==> config.mk <==
export PLATFORM = sky130hd
export DESIGN_NAME = id_ex_stage_buf
export DESIGN_NICKNAME = d
export VERILOG_FILES = /design/src/rtl/id_ex_stage_buf.sv
export SDC_FILE = /design/constraint.sdc
export NUM_CORES = 1
export LEC_CHECK = 0
export ABC_CLOCK_PERIOD_IN_PS = 3400
export BUFFER_PORTS_ARGS = -buffer_cell sky130_fd_sc_hd__buf_2
export CAP_MARGIN = 5
export CORE_ASPECT_RATIO = 0.6
export CORE_UTILIZATION = 48
export DETAILED_ROUTE_END_ITERATION = 16
export GPL_TIMING_DRIVEN = 0
export PLACE_DENSITY = 0.8
export SLEW_MARGIN = 20
export SYNTH_ARGS = -nofsm -noshare
export SYNTH_HDL_FRONTEND = slang
export SYNTH_SLANG_ARGS = --single-unit
==> constraint.sdc <==
create_clock -name clk -period 3.4 [get_ports clk]
set_input_delay 0.51 -clock clk [delete_from_list [all_inputs] [get_ports clk]]
set_output_delay 0.51 -clock clk [all_outputs]
set_load 0.05 [all_outputs]
==> src/rtl/id_ex_stage_buf.sv <==
// ID/EX pipeline register for MiniRiscV: falling-edge capture, in-block forwarding
// resolution, valid/bubble tracking, stall with operand refresh, saturating bubble count.
module id_ex_stage_buf #(
  parameter int unsigned XLEN    = 32,
  parameter int unsigned CTRL_W  = 8,
  parameter int unsigned NUM_FWD = 2,
  parameter int unsigned CNT_W   = 16
) (
  input  logic                    clk,
  input  logic                    rst,
  input  logic                    clear,
  input  logic                    stall,
  input  logic                    in_valid,
  input  logic [CTRL_W-1:0]       ctrl_i,
  input  logic [31:0]             instr_i,
  input  logic [XLEN-1:0]         imm_i,
  input  logic [XLEN-1:0]         rs1_data_i,
  input  logic [XLEN-1:0]         rs2_data_i,
  input  logic [NUM_FWD-1:0]      fwd_we,
  input  logic [NUM_FWD*5-1:0]    fwd_rd,
  input  logic [NUM_FWD*XLEN-1:0] fwd_data,
  output logic                    valid_o,
  output logic [CTRL_W-1:0]       ctrl_o,
  output logic [XLEN-1:0]         imm_o,
  output logic [XLEN-1:0]         rs1_data_o,
  output logic [XLEN-1:0]         rs2_data_o,
  output logic [4:0]              rs1_o,
  output logic [4:0]              rs2_o,
  output logic [4:0]              rd_o,
  output logic [2:0]              func3_o,
  output logic [6:0]              func7_o,
  output logic [1:0]              fwd_hit_o,
  output logic [CNT_W-1:0]        bubble_cnt_o
);

  logic [4:0]      r1_sel, r2_sel;
  logic            m1_hit, m2_hit;
  logic [XLEN-1:0] m1_data, m2_data;
  logic            cnt_sat;

  // While stalled, refresh looks up the held register numbers; otherwise the incoming ones.
  assign r1_sel  = stall ? rs1_o : instr_i[19:15];
  assign r2_sel  = stall ? rs2_o : instr_i[24:20];
  assign cnt_sat = &bubble_cnt_o;

  // Lowest-index matching source wins; x0 never matches.
  always_comb begin
    m1_hit  = 1'b0;
    m2_hit  = 1'b0;
    m1_data = '0;
    m2_data = '0;
    for (int unsigned k = 0; k < NUM_FWD; k++) begin
      if (!m1_hit && fwd_we[k] && (r1_sel != 5'd0) && (fwd_rd[5*k +: 5] == r1_sel)) begin
        m1_hit  = 1'b1;
        m1_data = fwd_data[XLEN*k +: XLEN];
      end
      if (!m2_hit && fwd_we[k] && (r2_sel != 5'd0) && (fwd_rd[5*k +: 5] == r2_sel)) begin
        m2_hit  = 1'b1;
        m2_data = fwd_data[XLEN*k +: XLEN];
      end
    end
  end

  always_ff @(negedge clk or negedge rst) begin
    if (!rst) begin
      valid_o      <= 1'b0;
      ctrl_o       <= '0;
      imm_o        <= '0;
      rs1_data_o   <= '0;
      rs2_data_o   <= '0;
      rs1_o        <= '0;
      rs2_o        <= '0;
      rd_o         <= '0;
      func3_o      <= '0;
      func7_o      <= '0;
      fwd_hit_o    <= '0;
      bubble_cnt_o <= '0;
    end else if (clear) begin
      valid_o    <= 1'b0;
      ctrl_o     <= '0;
      imm_o      <= '0;
      rs1_data_o <= '0;
      rs2_data_o <= '0;
      rs1_o      <= '0;
      rs2_o      <= '0;
      rd_o       <= '0;
      func3_o    <= '0;
      func7_o    <= '0;
      fwd_hit_o  <= '0;
      if (!cnt_sat) bubble_cnt_o <= bubble_cnt_o + 1'b1;
    end else if (stall) begin
      if (valid_o && m1_hit) begin
        rs1_data_o   <= m1_data;
        fwd_hit_o[0] <= 1'b1;
      end
      if (valid_o && m2_hit) begin
        rs2_data_o   <= m2_data;
        fwd_hit_o[1] <= 1'b1;
      end
    end else begin
      valid_o    <= in_valid;
      ctrl_o     <= in_valid ? ctrl_i : '0;
      imm_o      <= imm_i;
      rs1_data_o <= m1_hit ? m1_data : rs1_data_i;
      rs2_data_o <= m2_hit ? m2_data : rs2_data_i;
      rs1_o      <= instr_i[19:15];
      rs2_o      <= instr_i[24:20];
      rd_o       <= instr_i[11:7];
      func3_o    <= instr_i[14:12];
      func7_o    <= instr_i[31:25];
      fwd_hit_o  <= {m2_hit, m1_hit};
      if (!in_valid && !cnt_sat) bubble_cnt_o <= bubble_cnt_o + 1'b1;
    end
  end

endmodule

==> reports/summary.txt, run 1 <==
Ys Warns - 0
CP max FO - 6
hold depth - 1
CP most frequent cell - clkbuf_16
HP Class - reg -> reg
cells on worst reg2reg path - 9
Hold EP - bubble_cnt_o[10]
maximum VDD drop - 0.000502 V
DR DRC count - 0
Slew HR - 0.316
Post-synth EDFFs - 0
wire length on met3 - 2560 um
I/O pin count - 365
DRT Pass-1 Iters - 5
Bufs and invs on worst path - 3
library cells used by synthesis - 46
Wirelength per Cell - 21.1 um
post-synthesis sequential area ratio - 0.459
Worst setup EP type - register
Max Used Layer - met5
Final ANT Viol Nets - 0
GRT Total Usage - 0.335
vias in the first global route - 7,805
drt via density - 5.66
post-synth top area share - 0.459
FF-to-FF Start - rs2_o[0]
synth-to-layout area growth - 54.5%
RSZ-0062 raised after global routing - yes
first-pass GRT wire length - 43,500 um
Die X - 169 um
post-placement cell count - 1,402
placer congestion estimate - 0.936
slowest CP cell - or4b_4
CTS buffer count - 17
CTS Sinks - 148
Initial Util - 0.494
pin count of the biggest net entering global routing - 80
# setup viols final - 78
CP top delay family - compound AO/OA/AOI/OAI gates
clk slew on worst S/H paths - 0.05 ns
dominant cell type by area after synthesis - dfrtn_1
critical path's largest stage delay - 0.47 ns
Synth Net Count - 1,038
wl on met1 - 12,700 um
post-route setup slack - -0.711 ns
reg2reg setup slack - 0.77 ns
violated checks - negative setup slack
worst clock skew - 0.0129 ns
Worst Path Arrival - 2.66 ns
final hold violation count - 0
clock root buffer - clkbuf_16
register area - 0.00370 mm2
async set-reset flop share out of synthesis - 1.00
die area - 0.0173 mm2
# hold bufs at CTS - 0
nets@finish - 1,457
max-slew violation count - 0
initial antenna violation count - 2
FF-to-FF End - rs2_data_o[29]
fillers - 1,091
GRT Residual Overflow - 0
Avg Cell Area, Syn - 9.83 um2
TritonCTS clock tree - yes
layout cells sized above 1 - 0.539
initial DRC count - 607
max cap viols - 0
I/O Buffers - 353
worst-margin pin slew - 1.03 ns
PD cells - 438 mW/mm2
Routed WL - 31,200 um
dpl hpwl - 21,200 um
Post-DP Area - 0.0103 mm2
cells taking the most area after synthesis - dfrtn_1, mux2i_1, nor2_1, mux2_4, a211oi_2
num rows - 36
final instance area - 0.0125 mm2
Die H - 102 um
Pleak - 0.00632 uW
met2 routed wirelength - 14,900 um
crit path kind - in -> reg
core area - 0.0163 mm2
data required time at the worst endpoint - 1.95 ns
outcome - finished with violations
CP Cell Sequence - buf_12 > clkbuf_16 > or4b_4 > o22ai_4 > nor3b_2 > o2111ai_2 > nand2_2 > a21o_4 > clkbuf_16 > mux2_4
Clock Latency Late Sink - 0.41 ns
DR vias - 8,376
Worst Hold Launch - bubble_cnt_o[10]
clk buf depth - 2
number of H-tree levels - 4
Post-Syn Area - 0.00806 mm2
Final Non-Filler Cells - 1,481
Post-synth top flop - dfrtn_1
startpoint types - primary input
Seq cells post-synth - 148
Multi-input gate area - 0.00487 mm2
Cells after Synth - 820
## Yosys cell counts (all sizes together) (3+ instances only)
cell / count
dfrtn: 148
nor2: 147
nand2: 85
mux2i: 57
a21oi: 42
clkbuf: 40
nand3: 40
o21a: 33
o21ai: 33
a211oi: 32
mux2: 32
o41ai: 32
buf: 29
xnor2: 23
xor2: 8
nand4: 4
nor2b: 4
a221oi: 3
a22oi: 3
or4: 3
## power breakdown
part | leakage [uW] | internal, uW | switching (uW) | total (uW)
clock network | 0.000274 | 968 | 875 | 1840
logic | 0.00407 | 551 | 1030 | 1580
registers | 0.00198 | 1910 | 119 | 2030
## cells by family (layout without fill, tap and decap cells)
family                     Yosys count  in the layout  synth area share
adders and majority gates            1              1           0.00155
DFF                                148            148             0.459
other                                0              1                 0
xor gates and xnor gates            31             31            0.0337
AOI/OAI and AO/OA                  186            186             0.178
and+or+nand+nor                    294            294             0.154
buffers and inverters               71            503            0.0439
muxes                               89             89             0.130
## how the worst max path moves through the flow
stage / endpoint / from / slack (ns) / depth (start not counted)
CTS: rs1_data_o[25] / stall / -0.67 / 10
finish: rs1_data_o[28] / stall / -0.71 / 10
floorplan: rs1_data_o[0] / stall / -0.85 / 10
global placement: imm_o[25] / rst / -1.98 / 1
detailed placement: rs2_data_o[10] / stall / -1.30 / 9
global route: rs1_data_o[13] / stall / -0.75 / 10
## cells in the final DEF, fill, tap and decap left out, types with 3 or more instances in the layout
cell type  count
buf_2        337
dfrtn_1      148
nor2_1       129
nand2_1       81
mux2i_1       47
buf_4         39
o21a_1        33
a21oi_1       32
a211oi_2      30
mux2_4        30
nand3_2       28
o21ai_0       27
o41ai_2       27
clkbuf_16     24
xnor2_1       21
nor2_2        18
clkbuf_4      17
buf_6         16
clkbuf_1      15
buf_12        11
buf_8         11
mux2i_4       10
a21oi_2        9
clkbuf_2       8
nand3_1        8
xor2_1         7
buf_1          5
inv_6          5
nand4_1        4
o21ai_1        4
nand3_4        4
o41ai_4        4
nand2_2        3
nor2b_1        3
clkinv_4       3
inv_8          3
## area by class of cell
type                       instances  share of cell area
clock inverter                    15              0.0112
clock buffer                      17              0.0342
tap                              228              0.0229
inverter                           2            0.000603
buffer                            68              0.0494
multi-input combinational        601               0.391
sequential                       148               0.297
antenna                            1            0.000201
timing repair buffer             401               0.193
## flip-flops by register name, summed over array words and instances, names as in the netlist
register and flops:
func3_o 3, valid_o 1, rs1_data_o 32, bubble_cnt_o 16, func7_o 7, rd_o 5
fwd_hit_o 2, rs2_data_o 32, ctrl_o 8, rs2_o 5, rs1_o 5, imm_o 32
## per-layer routing
metal  GRT usage  vias up
met2       0.541      475
met5           0        -
met1       0.447     4080
met3      0.0771       76
li1            -     3743
met4       0.120        2
## per-stage QoR
step                      utilization  power, uW  setup TNS [ns]  hold WS (ns)  worst slack [ns]
after global placement          0.629       3380         -395.54         0.423             -1.98
after global routing            0.764       5640          -51.52         0.466            -0.748
after detailed placement        0.631       3410         -107.09         0.435             -1.30
after CTS                       0.702       5300          -40.46         0.437            -0.673
after floorplan                     -       2950          -47.52         0.670            -0.846
final                           0.764       5460          -43.41         0.434            -0.711
## repair_timing
item,CTS,global route
pin swaps,13,40
buffers inserted,15,21
resized for setup,92,166
gates cloned,6,5
setup endpoints to repair,124,83
Power figures use the tool's default switching activity.
==> run 2, diff against run 1 <==
--- a/config.mk
+++ b/config.mk
@@ -5,14 +5,14 @@
 export SDC_FILE = /design/constraint.sdc
 export NUM_CORES = 1
 export LEC_CHECK = 0
-export ABC_CLOCK_PERIOD_IN_PS = 3400
+export ABC_CLOCK_PERIOD_IN_PS = 3460
 export BUFFER_PORTS_ARGS = -buffer_cell sky130_fd_sc_hd__buf_2
 export CAP_MARGIN = 5
 export CORE_ASPECT_RATIO = 0.6
-export CORE_UTILIZATION = 48
+export CORE_UTILIZATION = 43
 export DETAILED_ROUTE_END_ITERATION = 16
 export GPL_TIMING_DRIVEN = 0
-export PLACE_DENSITY = 0.8
+export PLACE_DENSITY = 0.76
 export SLEW_MARGIN = 20
 export SYNTH_ARGS = -nofsm -noshare
 export SYNTH_HDL_FRONTEND = slang
==> constraint.sdc (replaced) <==
create_clock -name clk -period 3.46 [get_ports clk]
set_input_delay 0.519 -clock clk [delete_from_list [all_inputs] [get_ports clk]]
set_output_delay 0.519 -clock clk [all_outputs]
set_load 0.05 [all_outputs]
==> run 2 against run 1 <==
The run still ends with negative setup slack left. Non-clock buffer count did not move. Wire length rose by 1.7%. Sequential share of layout area barely moved. Clock skew fell by 0.0045 ns. Critical endpoint is now rs1_data_o[6]. Cell count rose by 0.81%. Total power rose by 0.29%. Critical path depth rose by 3. Register-to-register slack got worse by 0.09 ns. Largest cell class unchanged.
==> reports/summary.txt, run 2 (synthesis gave the netlist of run 1 again) <==
FF-to-FF End - rs2_data_o[14] (was rs2_data_o[29])
first-pass GRT wire length - 44,700 um (was 43,500 um)
outcome - finished with violations (unchanged)
pin count of the biggest net entering global routing - 90 (was 80)
post-placement cell count - 1,414 (was 1,402)
Final ANT Viol Nets - 0 (unchanged)
layout cells sized above 1 - 0.527 (was 0.539)
clock root buffer - clkbuf_16 (unchanged)
placer congestion estimate - 0.939 (was 0.936)
DR vias - 8,389 (was 8,376)
synth-to-layout area growth - 54.5% (about the same)
Final Non-Filler Cells - 1,493 (was 1,481)
dpl hpwl - 22,000 um (was 21,200 um)
Worst Path Arrival - 2.98 ns (was 2.66 ns)
final hold violation count - 0 (unchanged)
DR DRC count - 0 (unchanged)
# setup viols final - 66 (was 78)
post-route setup slack - -0.811 ns (was -0.711 ns)
Pleak - 0.00634 uW (was 0.00632 uW)
Power, Total - 5470 uW (was 5460 uW)
initial antenna violation count - 1 (was 2)
clk slew on worst S/H paths - 0.05 ns (about the same)
drt via density - 5.62 (was 5.66)
I/O Buffers - 353 (unchanged)
commonest non-fill, non-tap cells in the layout - buf_2, dfrtn_1, nor2_1, nand2_1, mux2i_1 (unchanged)
startpoint types - primary input (unchanged)
Routed WL - 31,800 um (was 31,200 um)
worst clock skew - 0.00842 ns (was 0.0129 ns)
Worst setup startpoint - stall (unchanged)
CTS buffer count - 17 (unchanged)
Worst path depth - 13 (was 10)
vias in the first global route - 7,922 (was 7,805)
CP most frequent cell - buf_12 (was clkbuf_16)
fillers - 1,373 (was 1,091)
CP top delay family - buffers and inverters (was compound AO/OA/AOI/OAI gates)
reg2reg setup slack - 0.68 ns (was 0.77 ns)
DRT Pass-1 Iters - 5 (unchanged)
num rows - 38 (was 36)
crit path kind - in -> reg (unchanged)
RSZ-0062 raised after global routing - yes (unchanged)
initial DRC count - 619 (was 607)
Bufs and invs on worst path - 6 (was 3)
worst-margin pin slew - 0.855 ns (was 1.03 ns)
HP Class - reg -> reg (unchanged)
Slew HR - 0.430 (was 0.316)
worst setup path end - rs1_data_o[6] (was rs1_data_o[28])
Wirelength per Cell - 21.3 um (was 21.1 um)
die area - 0.0193 mm2 (was 0.0173 mm2)
biggest regs - imm_o: 32 flops, rs1_data_o: 32 flops, rs2_data_o: 32 flops (unchanged)
GRT Residual Overflow - 0 (unchanged)
Die X - 179 um (was 169 um)
PD cells - 440 mW/mm2 (was 438 mW/mm2)
core area - 0.0182 mm2 (was 0.0163 mm2)
hold depth - 2 (was 1)
nets@finish - 1,457 (unchanged)
slowest CP cell - mux2i_4 (was or4b_4)
commonest non-fill, non-tap cell in the layout - buf_2 (unchanged)
cells on worst reg2reg path - 10 (was 9)
GRT Total Usage - 0.311 (was 0.335)
number of H-tree levels - 4 (unchanged)
Initial Util - 0.443 (was 0.494)
critical path's largest stage delay - 0.32 ns (was 0.47 ns)
data required time at the worst endpoint - 2.17 ns (was 1.95 ns)
maximum VDD drop - 0.000435 V (was 0.000502 V)
max-slew violation count - 0 (unchanged)
Die H - 108 um (was 102 um)
clk buf depth - 2 (unchanged)
CTS Sinks - 148 (unchanged)
Clock Latency Late Sink - 0.40 ns (was 0.41 ns)
max cap viols - 0 (unchanged)
I/O pin count - 365 (unchanged)
TritonCTS clock tree - yes (unchanged)
violated checks - negative setup slack (unchanged)
CP max FO - 10 (was 6)
CP Cell Sequence - buf_12 > buf_12 > buf_12 > mux2i_4 > nor2_2 > nor4_4 > buf_4 > buf_12 > nand2_1 > clkbuf_4 > o21a_1 > a211oi_2 > mux2_4 (was buf_12 > clkbuf_16 > or4b_4 > o22ai_4 > nor3b_2 > o2111ai_2 > nand2_2 > a21o_4 > clkbuf_16 > mux2_4)
Worst setup EP type - register (unchanged)
FF-to-FF Start - rs2_o[0] (unchanged)
run 2: cell types whose count changed in the layout (fill, tap and decap cells not counted), moves of 10 or more:
cell     previous run  this run
o21ai_0            27        14
buf_2             337       347
nand3_1             8        21
buf_4              39        28
nand3_2            28        15
run 2: repair_timing:
item	in CTS	in global routing
gates resized for setup	154	96
setup buffers	12	17
hold buffers	0	0
endpoints found under the hold margin	0	0
cloned	9	8
setup endpoints to repair	77	96
pin swaps	35	26
run 2: routing by layer:
metal | vias to the layer above | share of wire | global-route usage
met5 | - | 0 | 0
li1 | 3739 | - | -
met2 | 500 | 0.47 | 0.493
met3 | 82 | 0.086 | 0.0872
met1 | 4068 | 0.42 | 0.409
met4 | 0 | 0.028 | 0.104
run 2: cell type report:
| type | instances | area (um2) | share of cell area |
|---|---|---|---|
| flip-flops and latches | 148 | 3700 | 0.297 |
| well taps | 240 | 300 | 0.0241 |
| clock inverters | 14 | 170 | 0.0137 |
| plain buffers | 69 | 676 | 0.0543 |
| multi-input cells | 601 | 4750 | 0.382 |
| diodes | 1 | 2.50 | 0.000201 |
| clock buffers | 18 | 439 | 0.0353 |
| inverters | 2 | 7.51 | 0.000603 |
| repair buffers | 400 | 2400 | 0.193 |
run 2: how the worst min path moves through the flow:
stage,start,endpoint,slack (ns)
after floorplan,bubble_cnt_o[10],bubble_cnt_o[10],0.67
after global placement,bubble_cnt_o[10],bubble_cnt_o[10],0.43
after detailed placement,rs2_data_o[3],rs2_data_o[3],0.44
after CTS,rs2_data_o[30],rs2_data_o[30],0.45
after global routing,rs1_data_o[2],rs1_data_o[2],0.46
final,rs2_data_o[30],rs2_data_o[30],0.45
run 2: worst min-delay path, delay by kind of cell, from the launching register on:
| family | cells | cell delay, ns |
|---|---|---|
| AO/OA/AOI/OAI | 1 | 0.06 |
| AND/OR/NAND/NOR | 1 | 0.07 |
| flip-flops | 1 | 0.40 |
run 2: per-stage QoR:
stage | util | hold slack [ns] | worst slack [ns] | setup TNS (ns) | cell area [um2]
finish | 0.684 | 0.448 | -0.811 | -42.85 | 12500
global route | 0.684 | 0.461 | -0.847 | -46.32 | 12500
CTS | 0.648 | 0.447 | -0.687 | -37.00 | 11800
detailed placement | 0.566 | 0.442 | -1.28 | -104.28 | 10300
global placement | 0.564 | 0.430 | -1.97 | -389.31 | 10300
floorplan | - | 0.670 | -0.825 | -46.02 | 8200
run 2: power by group:
part           leakage, uW  total [uW]  switching, uW  internal [uW]
clock network     0.000290        1940            833           1110
logic              0.00407        1540           1000            533
registers          0.00198        2000            116           1880
total              0.00634        5470           1950           3520
==> run 3, diff against run 2 <==
--- a/config.mk
+++ b/config.mk
@@ -12,7 +12,8 @@
 export CORE_UTILIZATION = 43
 export DETAILED_ROUTE_END_ITERATION = 16
 export GPL_TIMING_DRIVEN = 0
-export PLACE_DENSITY = 0.76
+export PLACE_DENSITY = 0.75
+export SETUP_SLACK_MARGIN = 0.4
 export SLEW_MARGIN = 20
 export SYNTH_ARGS = -nofsm -noshare
 export SYNTH_HDL_FRONTEND = slang
==> run 3 against run 2 <==
The flow still finishes with violations (negative setup slack). Total power is 9.1% higher. Via count is 12% higher. Critical path type unchanged. Sequential power hardly changed. Highest routed layer is now met5. Die area stayed put. Core utilization is 12 points higher. Sequential share of layout area is 4.5 points lower. Global-route usage is 1.9 points higher. Combinational power is 32% higher.
==> reports/summary.txt, run 3 (synthesis gave the netlist of run 1 again) <==
final instance area - 0.0147 mm2 (was 0.0125 mm2)
Switching Fraction - 0.354 (was 0.357)
sequential power share - 0.336 (was 0.365)
Post-DP Area - 0.0104 mm2 (was 0.0103 mm2)
post-placement cell count - 1,414 (unchanged)
RSZ-0062 raised after global routing - yes (unchanged)
worst-margin pin slew - 1.23 ns (was 0.855 ns)
critical path's largest stage delay - 0.48 ns (was 0.32 ns)
Clock Latency Late Sink - 0.41 ns (was 0.40 ns)
max-slew violation count - 0 (unchanged)
register area - 0.00370 mm2 (unchanged)
die area - 0.0193 mm2 (unchanged)
maximum VDD drop - 0.000495 V (was 0.000435 V)
nets@finish - 1,552 (was 1,457)
Psw - 2110 uW (was 1950 uW)
vias in the first global route - 8,378 (was 7,922)
Bufs and invs on worst path - 5 (was 6)
first-pass GRT wire length - 47,300 um (was 44,700 um)
final hold violation count - 0 (unchanged)
DRT Pass-1 Iters - 6 (was 5)
combinational share of power - 0.339 (was 0.281)
core area - 0.0182 mm2 (unchanged)
Die X - 179 um (unchanged)
drt via density - 5.90 (was 5.62)
DR vias - 9,382 (was 8,389)
CP top delay family - compound AO/OA/AOI/OAI gates (was buffers and inverters)
Final Non-Filler Cells - 1,590 (was 1,493)
outcome - finished with violations (unchanged)
Fin Setup TNS - -39.49 ns (was -42.85 ns)
commonest non-fill, non-tap cell in the layout - buf_2 (unchanged)
startpoint types - primary input (unchanged)
Final ANT Viol Nets - 0 (unchanged)
TritonCTS clock tree - yes (unchanged)
GRT Total Usage - 0.330 (was 0.311)
placer congestion estimate - 0.931 (was 0.939)
I/O pin count - 365 (unchanged)
Clock Power Share - 0.325 (was 0.354)
CP most frequent cell - buf_6 (was buf_12)
DR DRC count - 0 (unchanged)
# setup viols final - 70 (was 66)
max cap viols - 0 (unchanged)
number of H-tree levels - 4 (unchanged)
reg2reg setup slack - 0.48 ns (was 0.68 ns)
Worst setup EP type - register (unchanged)
Slew HR - 0.182 (was 0.430)
# hold bufs at CTS - 0 (unchanged)
commonest non-fill, non-tap cells in the layout - buf_2, buf_6, dfrtn_1, nor2_1, buf_4 (was buf_2, dfrtn_1, nor2_1, nand2_1, mux2i_1)
crit path kind - in -> reg (unchanged)
Multi-input gate area - 0.00506 mm2 (was 0.00475 mm2)
I/O Buffers - 353 (unchanged)
pin count of the biggest net entering global routing - 95 (was 90)
CTS buffer count - 17 (unchanged)
biggest regs - imm_o: 32 flops, rs1_data_o: 32 flops, rs2_data_o: 32 flops (unchanged)
initial antenna violation count - 5 (was 1)
synth-to-layout area growth - 81.8% (was 54.5%)
data required time at the worst endpoint - 1.98 ns (was 2.17 ns)
initial DRC count - 982 (was 619)
HP Class - reg -> reg (unchanged)
num rows - 38 (unchanged)
Wirelength per Cell - 24.0 um (was 21.3 um)
Routed WL - 38,100 um (was 31,800 um)
fillers - 1,043 (was 1,373)
Worst Path Arrival - 2.69 ns (was 2.98 ns)
CP Cell Sequence - buf_12 > buf_12 > or4b_4 > o22ai_4 > nor3b_2 > o2111ai_2 > buf_6 > buf_6 > buf_6 > o21a_1 > a211oi_2 > mux2_4 (was buf_12 > buf_12 > buf_12 > mux2i_4 > nor2_2 > nor4_4 > buf_4 > buf_12 > nand2_1 > clkbuf_4 > o21a_1 > a211oi_2 > mux2_4)
GRT Residual Overflow - 0 (unchanged)
Pleak - 0.00718 uW (was 0.00634 uW)
clk slew on worst S/H paths - 0.05 ns (about the same)
layout cells sized above 1 - 0.575 (was 0.527)
post-route setup slack - -0.711 ns (was -0.811 ns)
Initial Util - 0.443 (unchanged)
slowest CP cell - or4b_4 (was mux2i_4)
CTS Sinks - 148 (unchanged)
PD cells - 408 mW/mm2 (was 440 mW/mm2)
violated checks - negative setup slack (unchanged)
worst clock skew - 0.0130 ns (was 0.00842 ns)
CP max FO - 5 (was 10)
clk buf depth - 2 (unchanged)
clock root buffer - clkbuf_16 (unchanged)
dpl hpwl - 21,800 um (was 22,000 um)
Die H - 108 um (unchanged)
cell-internal power - 3860 uW (was 3520 uW)
run 3: changes by cell type in the layout (fill, tap and decap cells not counted), sizes merged:
cell,change
clkinv,+2
diode,+2
inv,-4
buf,+109
clkbuf,-12
run 3: routing by layer:
| layer | up-vias | share of wire | global-route usage |
|---|---|---|---|
| met2 | 716 | 0.47 | 0.526 |
| li1 | 3939 | - | - |
| met3 | 139 | 0.10 | 0.0668 |
| met1 | 4586 | 0.38 | 0.448 |
| met4 | 2 | 0.043 | 0.110 |
| met5 | - | 0.00034 | 0 |
run 3: metrics by stage:
stage,total power [uW],hold WS (ns),setup WS (ns),utilization
2_1_floorplan,2920,0.670,-0.825,-
3_3_place_gp,3350,0.432,-2.02,0.571
3_5_place_dp,3370,0.437,-1.24,0.573
4_1_cts,5630,0.471,-0.610,0.707
5_1_grt,6140,0.498,-0.766,0.805
6_report,5970,0.484,-0.711,0.805
run 3: cell type report:
class                           count  share of cell area
Clock inverter                     12             0.00880
Tap cell                          240              0.0205
Timing Repair Buffer              495               0.285
Sequential cell                   148               0.253
Buffer                             69              0.0550
Antenna cell                        3            0.000512
Multi-Input combinational cell    601               0.345
Clock buffer                       20              0.0319
Inverter                            2            0.000512
run 3: worst paths after layout:
path	startpoint	endpoint	cells after the start
worst max-delay path	stall	rs1_data_o[5]	12
worst max register to register	rs2_o[0]	rs2_data_o[14]	13
worst min-delay path	rs1_data_o[0]	rs1_data_o[0]	1
max in group asynchronous	rst	rs2_data_o[24]	2
worst min register to register	rs1_data_o[0]	rs1_data_o[0]	1
min in group asynchronous	rst	imm_o[24]	1
run 3: power groups by stage:
stage                     Sequential [uW]  Clock (uW)  Combinational [uW]
final                                2010        1940                2030
after detailed placement             2010           0                1360
after CTS                            1990        1920                1720
after global placement               2010           0                1340
after floorplan                      2470           0                 450
after global routing                 2010        2030                2100
run 3: repair_timing:
item,in CTS,in global routing
gates resized for setup,397,208
gates cloned,4,12
setup buffers,55,70
endpoints found under the setup margin,275,273
hold endpoints to repair,0,0
pin swaps,22,52
